`config.mk`:
```
export PLATFORM = sky130hd
export DESIGN_NAME = sha3_pad_chunker
export DESIGN_NICKNAME = d
export VERILOG_FILES = /design/src/rtl/sha3_pad_chunker.sv
export SDC_FILE = /design/constraint.sdc
export NUM_CORES = 1
export LEC_CHECK = 0
export CORE_MARGIN = 3
export CORE_UTILIZATION = 45
export CTS_CLUSTER_DIAMETER = 40
export CTS_CLUSTER_SIZE = 25
export DETAILED_ROUTE_END_ITERATION = 10
export PLACE_DENSITY_LB_ADDON = 0.12
export SYNTH_ARGS = -nofsm -noshare
export SYNTH_HDL_FRONTEND = slang
export SYNTH_SLANG_ARGS = --single-unit
```
`constraint.sdc`:
```
create_clock -name clk -period 2.55 [get_ports clk]
set_input_delay 0.765 -clock clk [delete_from_list [all_inputs] [get_ports clk]]
set_output_delay 0.765 -clock clk [all_outputs]
set_load 0.01 [all_outputs]
```
`src/rtl/sha3_pad_chunker.sv`:
```
// Byte-stream to SHA-3 rate-block packer with pad10*1 and domain suffix.
// Optional SHAKE suffix selection via `SHA3_PAD_SHAKE_EN (adds the xof input).
module sha3_pad_chunker #(
   parameter int unsigned D = 512
) (
   input  logic               clk,
   input  logic               reset,
   input  logic               in_valid,
   output logic               in_ready,
   input  logic [7:0]         in_data,
   input  logic               in_last,
   input  logic               in_empty,
`ifdef SHA3_PAD_SHAKE_EN
   input  logic               xof,
`endif
   output logic [1599-2*D:0]  block,
   output logic               block_valid,
   input  logic               block_ready,
   output logic               block_last
);

   localparam int unsigned R  = 1600 - 2*D;
   localparam int unsigned NB = R / 8;
   localparam int unsigned IW = 8;
   localparam logic [IW-1:0] IDX_END = IW'(NB - 1);

   typedef enum logic [1:0] {S_FILL, S_PAD, S_OUT} state_t;

   state_t          r_state, w_state_nxt;
   logic [R-1:0]    r_block, w_block_nxt;
   logic [IW-1:0]   r_idx, w_idx_nxt;
   logic            r_last, w_last_nxt;
   logic            r_pad_pending, w_pad_pending_nxt;
   logic            r_first, w_first_nxt;
   logic            r_in_ready;
   logic            r_block_valid;
   logic            w_has_data;
   logic [7:0]      w_pad_byte;
   logic [7:0]      w_suffix;

`ifdef SHA3_PAD_SHAKE_EN
   logic [7:0]      r_suffix, w_suffix_nxt;
   assign w_suffix = r_suffix;
`else
   assign w_suffix = 8'h06;
`endif

   assign in_ready    = r_in_ready;
   assign block       = r_block;
   assign block_valid = r_block_valid;
   assign block_last  = r_last;

   // Next-state, datapath shift and padding byte selection
   always_comb begin
      w_state_nxt       = r_state;
      w_block_nxt       = r_block;
      w_idx_nxt         = r_idx;
      w_last_nxt        = r_last;
      w_pad_pending_nxt = r_pad_pending;
      w_first_nxt       = r_first;
      w_has_data        = 1'b0;
      w_pad_byte        = 8'h00;
`ifdef SHA3_PAD_SHAKE_EN
      w_suffix_nxt      = r_suffix;
`endif
      case (r_state)
         S_FILL: begin
            if (in_valid && r_in_ready) begin
               w_has_data = !(in_last && in_empty);
               if (w_has_data) begin
                  w_block_nxt = {r_block[R-9:0], in_data};
                  w_idx_nxt   = r_idx + IW'(1);
               end
               if (in_last) begin
`ifdef SHA3_PAD_SHAKE_EN
                  w_suffix_nxt = xof ? 8'h1F : 8'h06;
`endif
                  if (w_has_data && (r_idx == IDX_END)) begin
                     w_state_nxt       = S_OUT;
                     w_last_nxt        = 1'b0;
                     w_pad_pending_nxt = 1'b1;
                  end else begin
                     w_state_nxt = S_PAD;
                     w_first_nxt = 1'b1;
                  end
               end else if (r_idx == IDX_END) begin
                  w_state_nxt = S_OUT;
                  w_last_nxt  = 1'b0;
               end
            end
         end
         S_PAD: begin
            w_pad_byte  = (r_first ? w_suffix : 8'h00) | ((r_idx == IDX_END) ? 8'h80 : 8'h00);
            w_block_nxt = {r_block[R-9:0], w_pad_byte};
            w_idx_nxt   = r_idx + IW'(1);
            w_first_nxt = 1'b0;
            if (r_idx == IDX_END) begin
               w_state_nxt = S_OUT;
               w_last_nxt  = 1'b1;
            end
         end
         S_OUT: begin
            if (block_ready) begin
               w_idx_nxt  = '0;
               w_last_nxt = 1'b0;
               if (r_pad_pending) begin
                  w_pad_pending_nxt = 1'b0;
                  w_first_nxt       = 1'b1;
                  w_state_nxt       = S_PAD;
               end else begin
                  w_state_nxt = S_FILL;
               end
            end
         end
         default: w_state_nxt = S_FILL;
      endcase
   end

   // Handshake flags are registered from the next state so neither depends on block_ready
   always_ff @(posedge clk or negedge reset) begin
      if (!reset) begin
         r_state       <= S_FILL;
         r_block       <= '0;
         r_idx         <= '0;
         r_last        <= 1'b0;
         r_pad_pending <= 1'b0;
         r_first       <= 1'b0;
         r_in_ready    <= 1'b0;
         r_block_valid <= 1'b0;
`ifdef SHA3_PAD_SHAKE_EN
         r_suffix      <= 8'h06;
`endif
      end else begin
         r_state       <= w_state_nxt;
         r_block       <= w_block_nxt;
         r_idx         <= w_idx_nxt;
         r_last        <= w_last_nxt;
         r_pad_pending <= w_pad_pending_nxt;
         r_first       <= w_first_nxt;
         r_in_ready    <= (w_state_nxt == S_FILL);
         r_block_valid <= (w_state_nxt == S_OUT);
`ifdef SHA3_PAD_SHAKE_EN
         r_suffix      <= w_suffix_nxt;
`endif
      end
   end

endmodule

```
==> out/qor.yml <==
status: "finished clean"
fp.dieH_microns: 249
syn_nets: 1925
drtIter0Drc: 566
grt_overflow: 0
pwr-share-seq_pct: 33.5
synth.avg_cell_area_sq_um: 13.9
clock_skew_ns: 0.0169
cp-start-kind: "flip-flop"
hold_viol: 0
cp_num_cells: 1
yosys_warnings: 0
crit_path_end: "block[336]"
fp-row-count: 88
cts-root-buf: "clkbuf_16"
cp-startpoint: "block[336]"
antenna_found_initial: 3
cts.sinks: 591
crit_family: "buffers and inverters"
relSlewSlack_pct: 59.7
synth-seq-cells: 591
postLayoutSetupSlackWorst_ns: 0.0655
wl_met3_mm: 4.36
cts_setup_buffers: 0
viasPerCell: 4.78
area_delta_synth_final_pct: 24.1
yosysUniqueCellTypes: 44
grt_max_degree: 67
cp.required_ns: 1.79
p_leak_nw: 15.6
place_area_sq_mm: 0.0297
topRoutingLayerUsed: "met5"
power.switching_mw: 10.4
grt_setup_unrepaired: "no"
port_buffers: 592
postCtsResizedCells: 3
r2r-start: "r_state[0]"
path_cells: "clkdlybuf4s50_1"
core_area_sq_mm: 0.0580
wl_met1_mm: 25.0
p_comb_share_pct: 29.7
synth-edff-count: 0
async_reset_ff_share_pct: 100
crit_fanout: 3
wl_met2_mm: 31.1
fin_crit_sh_pct: 97.4
clk_latency_ns: 0.62
max-cap-violations: 0
clkPwrFrac_pct: 36.8
layout-drive-gt1-share_pct: 38.9
dieArea_sq_mm: 0.0619
vias: 13715
nets: 2046
tightest_slew_ns: 0.604
regToRegSetupSlack_ns: 0.32
wl_mm: 61.8
cts_tree: "built"
grt_pass1_wl_mm: 94.5
dr.pass1.iters: 4
slowest_stage: "clkdlybuf4s50_1"
place.gp.congestion: 0.815
pre_cts_ws_ns: -0.112
yosysSeqAreaShare_pct: 55.8
hold_buffers: 0
hp-class: "input pin to asynchronous set/reset pin"
drc: 0
p_sw_share_pct: 29.8
grt_pass1_vias: 14527
clkTransAtPathRegs_ns: 0.06
power.internal_mw: 24.4
fin_hold_ws_ns: 0.123
layout_commonest_cell: "dfrtp_1"
setup_tns_ns: 0
die_width_microns: 249
track_usage_pct: 19.7
min_period_ns: 2.48
post-dp-hpwl_mm: 45.9
p_total_mw: 34.7
fmax_mhz: 402
worstReg2RegEnd: "r_idx[7]"
path_buf_inv: 1
critical_path_arrival_ns: 1.72
ir_worst_vdd_v: 0.000763
ant_nets: 0
worstRegToRegCells: 6
numCtsBuffers: 93
placed_cells: 2697
multiInputGateArea_sq_mm: 0.00712
area.sequential_sq_mm: 0.0148
routedWlPerCell_microns: 21.5
ys.flop_type: "dfrtp_1"
final_cells: 2870
num-fill-cells: 4685
final_cell_mix: "dfrtp_1, clkdlybuf4s50_1, mux2_2"
syn_inst: 1906
slowest_delay_ns: 0.64
initial_core_util_pct: 45.7
htree_levels: 3
clockBufferDepth: 3
p_per_area_mw_per_mm2: 1060
drv_slew: 0
final_area_sq_mm: 0.0329
setup_viol: 0
cp-end-kind: "primary output"
mappedNetlistArea_sq_mm: 0.0265
diodes: 0
critPathKind: "flip-flop to primary output"
ios: 593
finish.utilization_pct: 56.7
==> worst min path at each step <==
stage / startpoint / end / slack (ns)
finish: reset / block[562] / 0.12
global route: reset / block[275] / 0.12
CTS: reset / block[562] / 0.10
detailed placement: block[575] / block[575] / 0.50
global placement: block[570] / block[570] / 0.49
floorplan: reset / block[0] / 0.47
==> metal layers <==
metal	vias to the layer above	global-route usage (%)
met5	-	0
li1	6211	-
met3	71	6.82
met4	2	5.19
met2	392	33.6
met1	7039	23.8
==> layout make-up <==
class,instances,area share [%]
repair buffers,662,20.6
flip-flops and latches,591,44.9
well taps,765,2.91
inverters,6,0.0684
clock buffers,114,7.80
clock inverters,59,2.03
multi-input cells,673,21.6
==> power by group through the flow <==
stage / combinational [mW] / sequential, mW / clock [mW]
final: 10.3 / 11.6 / 12.8
after global placement: 10.3 / 11.8 / 0
after CTS: 10.5 / 11.7 / 13.1
after floorplan: 7.62 / 11.4 / 0
after detailed placement: 10.4 / 11.8 / 0
after global routing: 11.0 / 11.8 / 13.6
==> sequential cells by signal, indices dropped and copies added (netlist names) <==
name and count:
r_first 1, block_last 1, in_ready 1, r_idx 8, r_state 2, r_pad_pending 1
block_valid 1, block 576
==> cell usage after synthesis, drive strengths merged (2+ instances only) <==
library cell / count / area, sq um
buf: 631 / 4580
dfrtp: 591 / 14800
mux2: 570 / 6420
nand2: 16 / 60.1
o21ai: 12 / 60.1
nand2b: 8 / 50.1
a21oi: 6 / 30.0
inv: 6 / 22.5
clkbuf: 5 / 18.8
ha: 5 / 62.6
nand3: 5 / 25.0
o31ai: 5 / 37.5
a21o: 4 / 32.5
a22o: 4 / 35.0
mux2i: 4 / 40.0
nor2b: 4 / 32.5
a31oi: 3 / 25.0
or3: 3 / 21.3
and2: 2 / 12.5
nand4: 2 / 12.5
nor3: 2 / 10.0
or4: 2 / 15.0
==> cells by family after synthesis <==
group	Yosys count	synth area share, %
AO/OA/AOI/OAI	44	1.15
adder cells (fa/ha/maj)	5	0.236
buffers and inverters	642	17.4
flip-flops	591	55.8
multiplexers	574	24.4
AND/OR/NAND/NOR	50	1.07
Note: power is estimated with default switching activity, not from simulation.
